[config.mk]
export PLATFORM = sky130hd
export DESIGN_NAME = multicycle_ctrl
export DESIGN_NICKNAME = d
export VERILOG_FILES = /design/src/rtl/riscv_ctrl_pkg.sv /design/src/rtl/mc_wait_timer.sv /design/src/rtl/multicycle_ctrl.sv
export SDC_FILE = /design/constraint.sdc
export NUM_CORES = 1
export LEC_CHECK = 0
export ABC_CLOCK_PERIOD_IN_PS = 2100
export BUFFER_PORTS_ARGS = -buffer_cell sky130_fd_sc_hd__buf_4
export CORE_MARGIN = 4
export CORE_UTILIZATION = 53
export DETAILED_ROUTE_END_ITERATION = 10
export GPL_TIMING_DRIVEN = 0
export HOLD_SLACK_MARGIN = 0.08
export MAX_ROUTING_LAYER = met4
export PLACE_DENSITY = 0.82
export SLEW_MARGIN = 20
export SYNTH_ARGS = -nofsm -noshare
export SYNTH_HDL_FRONTEND = slang
export SYNTH_SLANG_ARGS = --single-unit
[constraint.sdc]
create_clock -name clk -period 2.1 [get_ports clk]
set_input_delay 0.315 -clock clk [delete_from_list [all_inputs] [get_ports clk]]
set_output_delay 0.315 -clock clk [all_outputs]
set_load 0.05 [all_outputs]
[src/rtl/riscv_ctrl_pkg.sv]
// Shared encodings for the multicycle control FSM: opcodes, states, instruction
// classes and the write-back / next-PC select codes.
package riscv_ctrl_pkg;

  localparam logic [6:0] OP_R   = 7'b0110011;
  localparam logic [6:0] OP_I   = 7'b0010011;
  localparam logic [6:0] OP_LW  = 7'b0000011;
  localparam logic [6:0] OP_SW  = 7'b0100011;
  localparam logic [6:0] OP_JAL = 7'b1101111;
  localparam logic [6:0] OP_BR  = 7'b1100011;

  localparam logic [2:0] F3_BEQ = 3'b000;
  localparam logic [2:0] F3_BNE = 3'b001;

  typedef enum logic [2:0] {
    ST_FETCH  = 3'd0,
    ST_DECODE = 3'd1,
    ST_EXEC   = 3'd2,
    ST_MEM    = 3'd3,
    ST_WB     = 3'd4,
    ST_TRAP   = 3'd5
  } state_e;

  typedef enum logic [2:0] {
    CL_NONE = 3'd0,
    CL_R    = 3'd1,
    CL_I    = 3'd2,
    CL_LW   = 3'd3,
    CL_SW   = 3'd4,
    CL_JAL  = 3'd5,
    CL_BR   = 3'd6
  } class_e;

  localparam logic [1:0] WB_ALU = 2'b00;
  localparam logic [1:0] WB_MDR = 2'b01;
  localparam logic [1:0] WB_PC4 = 2'b10;

  localparam logic [1:0] PC_PLUS4  = 2'b00;
  localparam logic [1:0] PC_JUMP   = 2'b01;
  localparam logic [1:0] PC_BRANCH = 2'b10;

  function automatic class_e decode_class(input logic [6:0] op);
    case (op)
      OP_R:    return CL_R;
      OP_I:    return CL_I;
      OP_LW:   return CL_LW;
      OP_SW:   return CL_SW;
      OP_JAL:  return CL_JAL;
      OP_BR:   return CL_BR;
      default: return CL_NONE;
    endcase
  endfunction

endpackage

[src/rtl/mc_wait_timer.sv]
// Memory wait counter: counts cycles spent waiting on mem_ready and flags the
// last permitted waiting cycle so the FSM can trap if ready does not arrive.
module mc_wait_timer #(
  parameter int TIMEOUT = 16
) (
  input  logic clk,
  input  logic rst_n,
  input  logic clear,
  input  logic tick,
  output logic expired
);

  localparam int CW = $clog2(TIMEOUT + 1);

  logic [CW-1:0] count_q, count_d;

  always_comb begin
    count_d = count_q;
    if (clear)
      count_d = '0;
    else if (tick)
      count_d = count_q + CW'(1);
  end

  always_ff @(posedge clk or negedge rst_n) begin
    if (!rst_n)
      count_q <= '0;
    else
      count_q <= count_d;
  end

  // High during the TIMEOUT-th waiting cycle; a ready in that same cycle still wins.
  assign expired = (count_q == CW'(TIMEOUT - 1));

endmodule

[src/rtl/multicycle_ctrl.sv]
// Multicycle processor control FSM: sequences fetch/decode/execute/memory/
// write-back, traps on illegal opcodes or memory timeouts, counts retirements.
module multicycle_ctrl
  import riscv_ctrl_pkg::*;
#(
  parameter int TIMEOUT = 16
) (
  input  logic        clk,
  input  logic        rst_n,
  input  logic [6:0]  opcode,
  input  logic [2:0]  func3,
  input  logic        flag,
  input  logic        mem_ready,
  output logic        mem_req,
  output logic        mem_we,
  output logic        mem_addr_sel,
  output logic        ir_load,
  output logic        mdr_load,
  output logic        alu_src_imm,
  output logic        reg_write_en,
  output logic [1:0]  wb_sel,
  output logic        pc_write,
  output logic [1:0]  pc_sel,
  output logic        trap,
  output logic [2:0]  state_o,
  output logic [31:0] instret
);

  state_e      state_q, state_d;
  class_e      class_q, class_d;
  logic [2:0]  func3_q, func3_d;
  logic [31:0] instret_q;
  logic        run_q;
  logic        waiting, expired;

  // run_q holds the FSM idle (and mem_req low) until the first edge after reset release.
  assign waiting = run_q && ((state_q == ST_FETCH) || (state_q == ST_MEM));

  mc_wait_timer #(.TIMEOUT(TIMEOUT)) u_wait_timer (
    .clk     (clk),
    .rst_n   (rst_n),
    .clear   (!waiting || mem_ready),
    .tick    (waiting && !mem_ready),
    .expired (expired)
  );

  always_comb begin
    state_d      = state_q;
    class_d      = class_q;
    func3_d      = func3_q;
    mem_req      = 1'b0;
    mem_we       = 1'b0;
    mem_addr_sel = 1'b0;
    ir_load      = 1'b0;
    mdr_load     = 1'b0;
    alu_src_imm  = 1'b0;
    reg_write_en = 1'b0;
    wb_sel       = WB_ALU;
    pc_write     = 1'b0;
    pc_sel       = PC_PLUS4;
    trap         = 1'b0;

    case (state_q)
      ST_FETCH: begin
        if (run_q) begin
          mem_req = 1'b1;
          if (mem_ready) begin
            ir_load = 1'b1;
            state_d = ST_DECODE;
          end else if (expired) begin
            state_d = ST_TRAP;
          end
        end
      end
      ST_DECODE: begin
        class_d = decode_class(opcode);
        func3_d = func3;
        state_d = (class_d == CL_NONE) ? ST_TRAP : ST_EXEC;
      end
      ST_EXEC: begin
        case (class_q)
          CL_R:   state_d = ST_WB;
          CL_I: begin
            alu_src_imm = 1'b1;
            state_d     = ST_WB;
          end
          CL_LW, CL_SW: begin
            alu_src_imm = 1'b1;
            state_d     = ST_MEM;
          end
          CL_JAL: state_d = ST_WB;
          CL_BR: begin
            if ((func3_q == F3_BEQ) || (func3_q == F3_BNE)) begin
              pc_write = 1'b1;
              if (((func3_q == F3_BEQ) && flag) || ((func3_q == F3_BNE) && !flag))
                pc_sel = PC_BRANCH;
              state_d = ST_FETCH;
            end else begin
              state_d = ST_TRAP;
            end
          end
          default: state_d = ST_TRAP;
        endcase
      end
      ST_MEM: begin
        mem_req      = 1'b1;
        mem_addr_sel = 1'b1;
        mem_we       = (class_q == CL_SW);
        alu_src_imm  = 1'b1;
        if (mem_ready) begin
          if (class_q == CL_SW) begin
            pc_write = 1'b1;
            state_d  = ST_FETCH;
          end else begin
            mdr_load = 1'b1;
            state_d  = ST_WB;
          end
        end else if (expired) begin
          state_d = ST_TRAP;
        end
      end
      ST_WB: begin
        reg_write_en = 1'b1;
        pc_write     = 1'b1;
        if (class_q == CL_LW) begin
          wb_sel = WB_MDR;
        end else if (class_q == CL_JAL) begin
          wb_sel = WB_PC4;
          pc_sel = PC_JUMP;
        end
        state_d = ST_FETCH;
      end
      ST_TRAP: trap = 1'b1;
      default: state_d = ST_TRAP;
    endcase
  end

  always_ff @(posedge clk or negedge rst_n) begin
    if (!rst_n) begin
      state_q   <= ST_FETCH;
      class_q   <= CL_NONE;
      func3_q   <= 3'b000;
      instret_q <= 32'd0;
      run_q     <= 1'b0;
    end else begin
      state_q   <= state_d;
      class_q   <= class_d;
      func3_q   <= func3_d;
      run_q     <= 1'b1;
      if (pc_write)
        instret_q <= instret_q + 32'd1;
    end
  end

  assign state_o = state_q;
  assign instret = instret_q;

endmodule
== Yosys cells after proc, flatten, opt, wreduce, memory -nomap -nowiden ==
Index checks and enable logic that the tools add are counted.

* Output and inout bits: 48
* Word-level logic and storage cells: 89
* Bits in registers: 47
* Input bits: 14

* Mux-type cells: 41
* Bitwise operators: 1
* Reduce and logical (&&, ||, !) cells: 19
* Eq/ne operators: 20
* Add/sub/neg operators: 2

{| class="wikitable"
|+ Operators by type and width
! operator !! number
|-
| $pmux 3 s6 || 2
|-
| $add 32x1->32 const B || 1
|-
| $mux 3 || 8
|-
| $mux 1 || 18
|-
| $eq 3x3->1 const B || 5
|-
| $eq 7x6->1 const B || 2
|-
| $eq 7x7->1 const B || 2
|-
| $eq 3x2->1 const B || 4
|-
| $mux 2 || 6
|-
| $mux 5 || 2
|-
| $eq 3x1->1 const B || 3
|-
| $logic_not 3->1 || 3
|-
| $pmux 3 s3 || 1
|-
| $eq 7x2->1 const B || 1
|-
| $eq 7x5->1 const B || 1
|-
| $reduce_or 3->1 || 2
|-
| $add 5x1->5 const B || 1
|-
| $eq 5x4->1 const B || 1
|-
| $logic_and 1x1->1 || 4
|-
| $logic_or 1x1->1 || 4
|-
| $pmux 1 s2 || 2
|-
| $pmux 2 s2 || 1
|-
| $logic_not 1->1 || 3
|-
| $pmux 1 s3 || 1
|-
| 5 further kinds || 5
|}

== Logic depth before layout (Yosys ltp) ==
Gate-level depths: netlist (run 1).

* Word-level depth: 7
* Mapped depth: 8
* Mapped depth without buffers: 8

== Hierarchy ==
Synthesis (run 1) repeated with hierarchy kept, for this count alone.

* Cells, all modules: 241
* Area, all modules: 2578.7 um^2

{| class="wikitable"
|+ By module, submodules not included
! module !! times used !! area each (um^2) !! cells each !! sequential area each (um^2)
|-
| multicycle_ctrl || 1 || 2308.5 || 218 || 1051.0
|-
| mc_wait_timer || 1 || 270.3 || 23 || 125.1
|}

== Worst setup path after synthesis (run 1) ==
OpenSTA, ideal clock, no wires.

* Path kind: register to register
* Start: register state_q[2] (netlist: state_o[2])
* End: register instret_q[8] (netlist: instret[8])
* Stages on the path, launching flop included: 7
* Data required time: 1.957 ns
* Setup time: 0.143 ns
* Period minus slack after synthesis: 3.264 ns
* Path slack: -1.164 ns
* Data arrival time: 3.121 ns
* Path buffers: 1
* Cell sequence: dfrtp_1 > nor3b_1 > a41o_2 > or2_2 > buf_2 > nand4_1 > xnor2_1

* Cells in the longest elaborated chain, start to end: 2
* Elaborated cells on any way between the ends: 4
* Those cells by class: eq/ne (3); mux (1)

{| class="wikitable"
|+ Ends and longest elaborated chain
! element !! line !! RTL
|-
| start: declaration || multicycle_ctrl.sv:29 || <nowiki>state_e state_q, state_d;</nowiki>
|-
| start signal: assignment || multicycle_ctrl.sv:146 || <nowiki>state_q <= state_d;</nowiki>
|-
| $eq 3x3->1 / $eq 3x2->1 (equally long branches) || multicycle_ctrl.sv:63 || <nowiki>case (state_q)</nowiki>
|-
| $pmux 1 s3 (*) || multicycle_ctrl.sv:63 ||
|-
| via pc_write || multicycle_ctrl.sv:22 || <nowiki>output logic pc_write,</nowiki>
|-
| end signal: assignment || multicycle_ctrl.sv:151 || <nowiki>instret_q <= instret_q + 32'd1;</nowiki>
|-
| end: declaration || multicycle_ctrl.sv:32 || <nowiki>logic [31:0] instret_q;</nowiki>
|}

Mark *: on every way through the listed nets, which the timed path passes. The rest lies on a longest branch.
A chain may end at the register's enable or synchronous reset.

== Final worst setup path (run 1) ==
* Start: register class_q[1]
* End: output port mdr_load

* Cells in the longest elaborated chain, start to end: 4

{| class="wikitable"
|+ Ends and longest elaborated chain
! element !! line !! RTL
|-
| start: declaration || multicycle_ctrl.sv:30 || <nowiki>class_e class_q, class_d;</nowiki>
|-
| start signal: assignment || multicycle_ctrl.sv:147 || <nowiki>class_q <= class_d;</nowiki>
|-
| $eq 3x3->1 || multicycle_ctrl.sv:111 || <nowiki>if (class_q == CL_SW) begin</nowiki>
|-
| $mux 1 || multicycle_ctrl.sv:111 ||
|-
| $mux 1 || multicycle_ctrl.sv:110 || <nowiki>if (mem_ready) begin</nowiki>
|-
| $mux 1 || multicycle_ctrl.sv:63 ||
|-
| end: declaration || multicycle_ctrl.sv:18 || <nowiki>output logic mdr_load,</nowiki>
|}

Every way passes these cells.

==> impl_results.md, run 1 <==
- Number of global-route vias before repair: 1,989
- Sequential area share after synthesis: 0.4772
- Die ar.: a little under 6000 um^2
- Setup clock skew after layout: 0.005634 ns
- Crit path capture: mdr_load
- Area grow syn2layout: 30.25%
- Cell area power density: between 800 and 900 nW/um^2
- Total routing usage reported by global routing: 0.1978
- Type of element launching the critical path: register
- Most frequent cells in the layout: buf_4, dfrtp_1, nor2_1
- Critical path peak fanout: 3
- Final Cell Area: 3211 um^2
- Post-synthesis average cell area: 10.27 um^2
- Synthesized instance count: 240
- Average routed wire per standard cell: about 15 um
- Register area: 1181 um^2
- Worst setup path startpoint: class_q[1]$_DFFE_PN0N_
- Number of antenna violations at the first check in global routing: 0
- Outcome: complete, no violations
- Overall power: 2.777 mW
- Post-DP HPWL: 3.937 mm
- Clk slew on worst S/H paths: 0.08 ns
- Max rail drop VDD: between 0.0006 and 0.0007 V
- Final worst-path setup slack: 0.07834 ns
- Buffers from clock root to sink, at most: 2
- Area share of the largest cell type after synthesis: 0.4772
- Most common cell after layout, fill and taps aside: buf_4
- Number of clock sinks seen by CTS: between 40 and 50
- Combined area of the multi-input logic cells: 1261 um^2
- Post-detailed-routing wire length: 5.544 mm
- Chip height: 76.20 um
- Required time of the worst setup path: ~1.8 ns
- Number of flip-flops and latches in the synthesized netlist: 47
- Type of the worst setup path: register to primary output
- Largest net degree at the start of global routing: 48
- Number of cells traversed by the worst register-to-register path: 5
- Number of buffers added by the clock tree synthesis step: 5
- Last weighted congestion value of the routability-driven placer: around 0.87
- Most frequent CP cell: buf_4
- Horizontal extent of the die: between 70 and 80 um
- Fin util: 0.7273
- Max-capacitance violation count: 0
- Kind of cell adding the most delay to the critical path: simple AND/OR/NAND/NOR gates
- Critical path buffer and inverter count: 3
- Leakage power of the design: 1.565 nW
- Total global routing overflow: 0
- Number of primary I/O pins: between 60 and 70
- Number of distinct standard cells referenced by the synthesized netlist: between 40 and 50
- Vias per Instance: about 5.5
- Slowest stage cell on the critical path: dfrtp_2
- IO Port Bufs: 61
- NumNets Final: 334
- Pre-CTS worst setup slack: 0.1356 ns
- Starting density of the core: 0.5584
- Antenna diode count: 0
- Crit share post-route: 0.9627
- ANT nets after route: 0
- Post-Synthesis Net Count: approximately 260
- Arrival time at the worst endpoint: about 1.7 ns
- Element type at the critical path end: primary output
- DRT Pass-1 Iters: 4
- Startpoint of the worst-slack reg-to-reg timing path: instret[3]$_DFFE_PN0P_
- Area contributors post-synth: dfrtp_1, xor2_1, xnor2_1
- Achievable frequency: just under 500 MHz
- Master cell of the clock root buffer: clkbuf_8
- Pin slew with the least headroom to its limit: 0.5905 ns
- Path class of the lowest-slack min-delay path: input port to register
- Number of placement rows: 24
- Total number of H-tree levels: 2
- Endpoints failing setup: 0
- Sum of negative setup slack: 0 ns
- Critical path depth: 6
- DR DRC count: 0
- Library cell occupying the most area in the post-synthesis netlist: dfrtp_1
- Worst reg2reg setup slack: 0.11 ns
- Cells along the critical path: buf_4 -> buf_4 -> nand2b_1 -> and3_1 -> and2_1 -> buf_4
- Vias: just over 2,000
- CORE AREA: ~4400 um^2
- Reg-to-reg critical path endpoint: instret[19]$_DFFE_PN0P_
- Synth warn: 0
- Share of layout cells above drive strength 1: 0.3438
- Share of flip-flops with an asynchronous set or reset after synthesis: 1.000
- Main flop type after synthesis: dfrtp_1
- Cell area after technology mapping: 2465 um^2
- Insertion delay to the later sink of the worst-skew pair: 0.30 ns
- Slew headroom: 0.6064
- Clock period minus final worst setup slack: about 2.0 ns
- Placed cell area: 3029 um^2
- Number of hold violations in the final report: 0
- Global-route wire length before repair: roughly 9.3 mm
- Clock tree from TritonCTS: yes
- Number of synthesized flops with an enable pin: 0
- CP max stage delay: 0.43 ns
- Drt first-iter violations: 108
- Max-slew violation count: 0
- Filler Cells Inserted: between 300 and 400
## layout make-up
cell class,instances,share of cell area
clock buffers,5,0.02143
inverters,12,0.01403
repair buffers,72,0.1742
well taps,52,0.02026
flip-flops and latches,47,0.3679
plain buffers,3,0.005066
multi-input cells,176,0.3928
clock inverters,2,0.004287
## logic make-up (layout without fill, tap and decap cells)
group	count (synthesis)	after routing	share of synthesized area
fa+ha+maj	3	3	0.01523
other cells	1	1	0.001521
buf+inv	17	94	0.02944
xor+xnor	34	34	0.1208
compound gates	29	29	0.09392
flops	47	47	0.4772
mux	5	5	0.02386
simple gates	104	104	0.2381
## worst min path at each step
stage | start | endpoint | slack [ns] | cells after the start
5_1_grt | func3[2] | func3_q[2]$_DFFE_PN0N_ | 0.25 | 2
3_5_place_dp | rst_n | class_q[1]$_DFFE_PN0N_ | 0.36 | 1
3_3_place_gp | rst_n | class_q[2]$_DFFE_PN0N_ | 0.35 | 1
2_1_floorplan | rst_n | class_q[0]$_DFFE_PN0N_ | 0.02 | 0
4_1_cts | func3[0] | func3_q[0]$_DFFE_PN0N_ | 0.25 | 2
6_report | func3[0] | func3_q[0]$_DFFE_PN0N_ | 0.25 | 2
## per-stage QoR
step           hold WS [ns]  std cells
6_report             0.2476        369
3_5_place_dp         0.3632        353
5_1_grt              0.2505        369
3_3_place_gp         0.3544        353
2_1_floorplan       0.01941        240
4_1_cts              0.2457        370
## synthesized netlist by cell type (2+ instances only)
cell type,n
nand3_1,10
a21oi_1,6
mux2_2,3
o21ai_0,5
a211oi_1,2
xnor2_1,14
ha_1,3
buf_4,2
and4b_1,3
inv_1,12
nor2b_1,3
nor4_2,2
nor2_1,27
clkbuf_1,2
nand4_1,5
nor3_1,10
and2_1,2
xor2_1,20
or2_2,2
nand2_1,18
dfrtp_1,47
a22o_1,2
nor3_2,2
a221oi_1,2
nand2b_1,4
and3_1,7
nor4_1,2
o211ai_2,2
## layer usage
layer	wire length [um]	track usage	vias to the layer above	share of wire
met4	92	0.06294	0	0.017
li1	-	-	982	-
met2	2758	0.3193	62	0.50
met5	0	-	-	0
met1	2439	0.2456	992	0.44
met3	254	0.04728	9	0.046
## report_power, final
| group | internal, mW | total (mW) | switching, mW |
|---|---|---|---|
| combinational | 0.418 | 1.11 | 0.690 |
| sequential | 1.01 | 1.15 | 0.136 |
| clock | 0.228 | 0.524 | 0.296 |
## repair_timing
item	4_1_cts	5_1_grt
hold buffers	1	0
setup endpoints to repair	1	7
buffers inserted	10	0
resized for setup	4	9
endpoints found under the hold margin	47	0
pin swaps	2	1
## registers in the layout, summed over array words and instances, names as in the netlist
signal / cells
run_q: 1
func3_q: 3
u_wait_timer.count_q: 5
state_o: 3
class_q: 3
instret: 32
Power figures use the tool's default switching activity.
==> inputs of run 2 (changes only) <==
Settings changed: ABC_CLOCK_PERIOD_IN_PS 2100 to 2350, CORE_UTILIZATION 53 to 57, PLACE_DENSITY 0.82 to 0.87.
Clock period 2.1 ns to 2.35 ns, I/O delays scaled along.
==> run 2 against run 1 <==
  * Design area decreased by 1.9%
  * Clock-buffer cell count increased by 2
  * Via count decreased by 0.34%
  * Core utilization increased by 4.3 points
  * Flip-flop and latch count unchanged
  * Routed wire length decreased by 4.1%
  * Die area decreased by 6.3%
  * Largest power group unchanged
==> impl_results.md, run 2 (synthesis gave the netlist of run 1 again) <==
- Crit share post-route: 0.9675
- Arrival time at the worst endpoint: 1.92 ns
- Total global routing overflow: 0
- Final worst-path setup slack: 0.07626 ns
- Share of layout cells above drive strength 1: 0.3196
- Chip height: ~74 um
- Number of buffers added by the clock tree synthesis step: 5
- Number of clock sinks seen by CTS: 47
- Required time of the worst setup path: 2.00 ns
- Most common cell after layout, fill and taps aside: buf_4
- DRT Pass-1 Iters: 4
- Vias per Instance: 5.568
- Pin slew with the least headroom to its limit: 0.5891 ns
- Number of antenna violations at the first check in global routing: 0
- CP max stage delay: 0.39 ns
- Area grow syn2layout: 27.72%
- DR DRC count: 0
- Reg-to-reg critical path endpoint: instret[29]$_DFFE_PN0P_
- Antenna diode count: 0
- Largest net degree at the start of global routing: 48
- Starting density of the core: 0.6032
- CORE AREA: 4086 um^2
- Flip-flop count of the largest register, all copies and words added: 32
- Unrepaired setup endpoints after global routing: no
- Post-detailed-routing wire length: ~5.3 mm
- Worst reg2reg setup slack: roughly 0.37 ns
- Insertion delay to the later sink of the worst-skew pair: about 0.3 ns
- Worst setup path startpoint: state_o[2]$_DFFE_PN0P_
- Last weighted congestion value of the routability-driven placer: 0.8224
- Cells along the critical path: and2b_2 -> and4b_1 -> buf_4 -> or2_2 -> buf_2 -> buf_6
- Path class of the lowest-slack min-delay path: input port to register
- Vias: 2,038
- Filler Cells Inserted: slightly below 300
- ANT nets after route: 0
- Outcome: complete, no violations
- Leakage power of the design: 1.555 nW
- Post-DP HPWL: 3.873 mm
- Master cell of the clock root buffer: clkbuf_8
- Sum of negative setup slack: 0 ns
- Max rail drop VDD: 0.001024 V
- Global-route wire length before repair: approximately 8.9 mm
- Type of the worst setup path: register to primary output
- Total routing usage reported by global routing: 0.2163
- Average routed wire per standard cell: 14.52 um
- IO Port Bufs: 61
- Max-slew violation count: 0
- Slowest stage cell on the critical path: dfrtp_2
- Horizontal extent of the die: 73.76 um
- Number of primary I/O pins: 62
- Most frequent cells in the layout: buf_4, dfrtp_1, nor2_1
- Pre-CTS worst setup slack: approximately 0.29 ns
- Element type at the critical path end: primary output
- Startpoint of the worst-slack reg-to-reg timing path: class_q[0]$_DFFE_PN0N_
- Total number of H-tree levels: 2
- Clock tree from TritonCTS: yes
- Crit path capture: pc_write
- Max-capacitance violation count: 0
- Buffers from clock root to sink, at most: 2
- Fin util: 0.7704
- Endpoints failing setup: 0
- Number of cells traversed by the worst register-to-register path: 7
- NumNets Final: 332
- Number of placement rows: 23
- Number of hold violations in the final report: 0
- Clk slew on worst S/H paths: 0.08 ns
- Die ar.: 5441 um^2
- Drt first-iter violations: 167
- Setup clock skew after layout: between 0.007 and 0.008 ns
- Critical path peak fanout: 6
- Slew headroom: 0.6072
- Clock period minus final worst setup slack: 2.274 ns
- Type of element launching the critical path: register
- Achievable frequency: 439.8 MHz
- Number of global-route vias before repair: 1,964
- Cell area power density: 780.4 nW/um^2
run 2: changes by cell type in the layout (fill, tap and decap cells not counted), sizes merged:
cell / previous run / this run
buf: 72 / 70
clkbuf: 7 / 9
clkinv: 2 / 1
run 2: per-stage QoR:
| stage | power [mW] | instances | hold WS, ns | area, um^2 |
|---|---|---|---|---|
| 2_1_floorplan | 1.680 | 240 | 0.05691 | 2485 |
| 3_3_place_gp | 1.928 | 351 | 0.3901 | 3005 |
| 3_5_place_dp | 1.952 | 351 | 0.3921 | 3005 |
| 4_1_cts | 2.415 | 361 | 0.2841 | 3105 |
| 5_1_grt | 2.571 | 366 | 0.2878 | 3148 |
| 6_report | 2.457 | 366 | 0.2918 | 3148 |
run 2: final cells by class:
type | count | area (um^2) | share of cell area
Buffer | 5 | 27.53 | 0.008744
Timing Repair Buffer | 68 | 516.7 | 0.1641
Inverter | 12 | 45.04 | 0.01431
Tap cell | 50 | 62.56 | 0.01987
Clock buffer | 7 | 76.32 | 0.02424
Clock inverter | 1 | 5.005 | 0.001590
Multi-Input combinational cell | 176 | 1234 | 0.3919
Sequential cell | 47 | 1181 | 0.3752
run 2: per-layer routing:
layer  routed length, um  up-vias  GRT usage
met5                   0        -          -
met4                  89        0    0.06237
met3                 333       10    0.05335
met2                2606       70     0.3514
met1                2284      976     0.2682
li1                    -      982          -
run 2: critical path: cells and delay by family, from the launching register on:
kind / cells / cell delay, ns
AND/OR/NAND/NOR: 3 / 0.73
buffers and inverters: 3 / 0.49
flip-flops: 1 / 0.39
run 2: worst min-delay path by stage:
| stage | from | end | slack [ns] | cells past startpoint |
|---|---|---|---|---|
| 4_1_cts | func3[0] | func3_q[0]$_DFFE_PN0N_ | 0.28 | 2 |
| 3_5_place_dp | rst_n | class_q[2]$_DFFE_PN0N_ | 0.39 | 1 |
| 3_3_place_gp | rst_n | class_q[1]$_DFFE_PN0N_ | 0.39 | 1 |
| 6_report | func3[0] | func3_q[0]$_DFFE_PN0N_ | 0.29 | 2 |
| 2_1_floorplan | rst_n | class_q[0]$_DFFE_PN0N_ | 0.06 | 0 |
| 5_1_grt | func3[0] | func3_q[0]$_DFFE_PN0N_ | 0.29 | 2 |
run 2: power breakdown:
group / leakage (nW) / internal, mW / switching [mW]
Clock: 0.0422 / 0.209 / 0.253
Combinational: 0.921 / 0.361 / 0.604
Sequential: 0.592 / 0.903 / 0.127
run 2: timing repair:
item	4_1_cts	5_1_grt
hold buffers	1	0
pin swaps	0	1
setup endpoints to repair	1	1
buffers inserted	1	5
gates cloned	0	0
gates resized for setup	1	2
endpoints found under the hold margin	46	0
==> inputs of run 3 (changes only) <==
Settings changed: CORE_UTILIZATION 57 to 58, SYNTH_HIERARCHICAL from default to 1.
==> run 3 against run 2 <==
  * Total power shrank 23%
  * Via count grew 3.9%
  * Routed wire length up 9.5%
  * Setup slack improved by 0.092 ns
  * Hold slack got worse by 0.0090 ns
  * Sequential power decreased by 9%
  * Core utilization grew 0.59 points
  * First-iteration DRC count decreased by 34%
  * Combinational power is 54% lower
  * Sequential share of layout area decreased by 0.84 points
  * Clock-buffer cell count did not move
  * Largest cell class unchanged
==> impl_results.md, run 3 <==
- Final worst-path setup slack: approximately 0.17 ns
- Outcome: complete, no violations
- Drt first-iter violations: 110
- Number of clock sinks seen by CTS: 47
- Number of primary I/O pins: 62
- Number of synthesized flops with an enable pin: 0
- Largest net degree at the start of global routing: 48
- Reg-to-reg critical path endpoint: u_wait_timer/count_q[3]$_DFFE_PN0P_
- Total routing usage reported by global routing: 0.2294
- Critical path peak fanout: 10
- Type of element launching the critical path: register
- Kind of cell adding the most delay to the critical path: simple AND/OR/NAND/NOR gates
- Leakage power of the design: between 1.5 and 2 nW
- Most frequent cells in the layout: buf_4, dfrtp_1, xnor2_1
- Synthesized instance count: around 240
- NumNets Final: 327
- Worst reg2reg setup slack: 0.28 ns
- Max-slew violation count: 0
- Die ar.: roughly 5600 um^2
- Master cell of the clock root buffer: clkbuf_8
- Total global routing overflow: 0
- Most common cell after layout, fill and taps aside: buf_4
- Insertion delay to the later sink of the worst-skew pair: ~0.30 ns
- Buffers from clock root to sink, at most: 2
- DRT Pass-1 Iters: 4
- Element type at the critical path end: primary output
- IO Port Bufs: approximately 60
- Unrepaired setup endpoints after global routing: no
- Number of hold violations in the final report: 0
- Antenna diode count: 0
- Sum of negative setup slack: 0 ns
- CP max stage delay: 0.41 ns
- Post-synthesis average cell area: 10.70 um^2
- Synth warn: 6
- Sum of met2 wire segment lengths after detailed routing: 2.975 mm
- Required time of the worst setup path: 2.00 ns
- DR DRC count: 0
- Number of antenna violations at the first check in global routing: 0
- Area share of the largest cell type after synthesis: 0.4561
- Slowest stage cell on the critical path: dfrtp_2
- Pin slew with the least headroom to its limit: 0.5940 ns
- Arrival time at the worst endpoint: approximately 1.8 ns
- Worst min-delay path startpoint: func3[1]
- Clk slew on worst S/H paths: 0.09 ns
- Endpoint, Worst Hold: func3_q[1]$_DFFE_PN0P_
- WHS Path Cells: 2
- Most frequent cells after synthesis: dfrtp_1, xnor2_1, nand2_1, and3_1
- Vias: around 2,100
- Global-route wire length before repair: 9.556 mm
- Endpoints failing setup: 0
- Number of flip-flops and latches in the synthesized netlist: 47
- CORE AREA: 4144 um^2
- Number of distinct standard cells referenced by the synthesized netlist: between 50 and 60
- Number of cells traversed by the worst register-to-register path: 8
- Slew headroom: 0.6040
- Number of buffers added by the clock tree synthesis step: 5
- Achievable frequency: approximately 460 MHz
- Fin util: 0.7763
- Vias per Instance: 5.864
- Clock tree from TritonCTS: yes
- Post-Synthesis Net Count: 258
- Library cell occupying the most area in the post-synthesis netlist: dfrtp_1
- Clock period minus final worst setup slack: roughly 2.2 ns
- Startpoint of the worst-slack reg-to-reg timing path: state_o[0]$_DFFE_PN0P_
- Cell area after technology mapping: 2579 um^2
- Filler Cells Inserted: 283
- Path class of the lowest-slack min-delay path: input port to register
- Area grow syn2layout: 24.75%
- Max rail drop VDD: between 0.0005 and 0.0006 V
- Post-detailed-routing wire length: a little under 6 mm
- Last weighted congestion value of the routability-driven placer: 0.8282
- Number of cells upsized or downsized after cts: 0
- Flip-flop count of the largest register, all copies and words added: 32
- ANT nets after route: 0
- Max-capacitance violation count: 0
- Sequential area share after synthesis: 0.4561
- Number of placement rows: 23
- Share of layout cells above drive strength 1: 0.3183
- Pre-CTS worst setup slack: 0.3071 ns
- Placed cell area: 3112 um^2
- Chip height: 74.68 um
- Highest Signal Layer: met4
- Crit share post-route: 0.9283
- Most common cell in the netlist: dfrtp_1
- Horizontal extent of the die: 74.68 um
- Detailed-route wire length on metal 1: 2.459 mm
- Main flop type after synthesis: dfrtp_1
- Average routed wire per standard cell: 16.12 um
- Share of flip-flops with an asynchronous set or reset after synthesis: 1.000
- Setup clock skew after layout: 0.002927 ns
- Area contributors post-synth: dfrtp_1, xnor2_1, and3_1
- Cells along the critical path: buf_6 -> and3b_2 -> a31oi_4 -> nand2_1 -> buf_4
- Starting density of the core: 0.6223
- Cell area power density: 589.5 nW/um^2
- Post-DP HPWL: 4.345 mm
- Critical path buffer and inverter count: 2
- Metal3 WL: around 310 um
- Number of global-route vias before repair: 2,038
- Final Cell Area: 3217 um^2
- Total number of H-tree levels: 2
- Type of the worst setup path: register to primary output
## run 3: cell count changes in the layout (fill, tap and decap cells not counted), sizes merged, moves of 7 or more
cell / change
nor3: -9
xnor2: +14
xor2: -15
nor2: -14
nand4: +7
and3: +11
inv: -9
## run 3: logic make-up after synthesis
group | Yosys count | synth area share
and+or+nand+nor | 110 | 0.2635
DFF | 47 | 0.4561
xor gates and xnor gates | 33 | 0.1121
AOI/OAI and AO/OA | 29 | 0.08880
buffers and inverters | 12 | 0.03639
muxes | 6 | 0.02717
adders and majority gates | 3 | 0.01456
other | 1 | 0.001454
## run 3: how the worst max path moves through the flow
| stage | cells past startpoint | end | start | slack [ns] |
|---|---|---|---|---|
| final | 5 | pc_write | state_o[0]$_DFFE_PN0P_ | 0.17 |
| after global routing | 5 | pc_write | state_o[2]$_DFFE_PN0P_ | 0.08 |
| after CTS | 5 | pc_write | state_o[0]$_DFFE_PN0P_ | 0.18 |
| after detailed placement | 8 | u_wait_timer/count_q[3]$_DFFE_PN0P_ | state_o[0]$_DFFE_PN0P_ | 0.31 |
| after global placement | 8 | u_wait_timer/count_q[3]$_DFFE_PN0P_ | state_o[0]$_DFFE_PN0P_ | 0.39 |
| after floorplan | 4 | wb_sel[1] | state_o[1]$_DFFE_PN0P_ | 0.002 |
## run 3: cell type report
cell class / instances / area [um^2] / share of cell area
clock buffers: 7 / 86.33 / 0.02684
flip-flops and latches: 47 / 1180 / 0.3668
inverters: 3 / 11.26 / 0.003501
plain buffers: 9 / 82.58 / 0.02567
multi-input cells: 182 / 1318 / 0.4096
clock inverters: 1 / 8.758 / 0.002723
repair buffers: 62 / 467.9 / 0.1455
well taps: 50 / 62.56 / 0.01945
## run 3: per-stage QoR
stage	total power [mW]	hold WS, ns	instances
floorplan	1.261	0.05691	241
global placement	1.377	0.3965	352
detailed placement	1.395	0.3935	352
CTS	1.910	0.2791	361
global route	1.983	0.2705	361
finish	1.896	0.2828	361
## run 3: power by group
| group | switching [mW] | leakage (nW) | internal, mW |
|---|---|---|---|
| logic | 0.255 | 0.840 | 0.187 |
| registers | 0.0720 | 0.619 | 0.870 |
| clock network | 0.272 | 0.0484 | 0.241 |
## run 3: repair_timing
item / CTS / global route
endpoints found under the setup margin: 0 / 0
endpoints found under the hold margin: 47 / 0
hold buffers: 1 / 0
setup buffers: 0 / 0
## run 3: worst register-to-register path: stages, from the launching register on
cell     delay (ns)
dfrtp_2        0.41
buf_6          0.14
or2_2          0.31
a21oi_1        0.22
nand2_1        0.21
inv_1          0.11
buf_6          0.13
nand4_2        0.11
mux2_4         0.30
## run 3: layer usage
layer / up-vias / global-route usage
met2: 63 / 0.3551
met5: - / -
met3: 8 / 0.05073
met4: 0 / 0.07510
li1: 996 / -
met1: 1050 / 0.3015
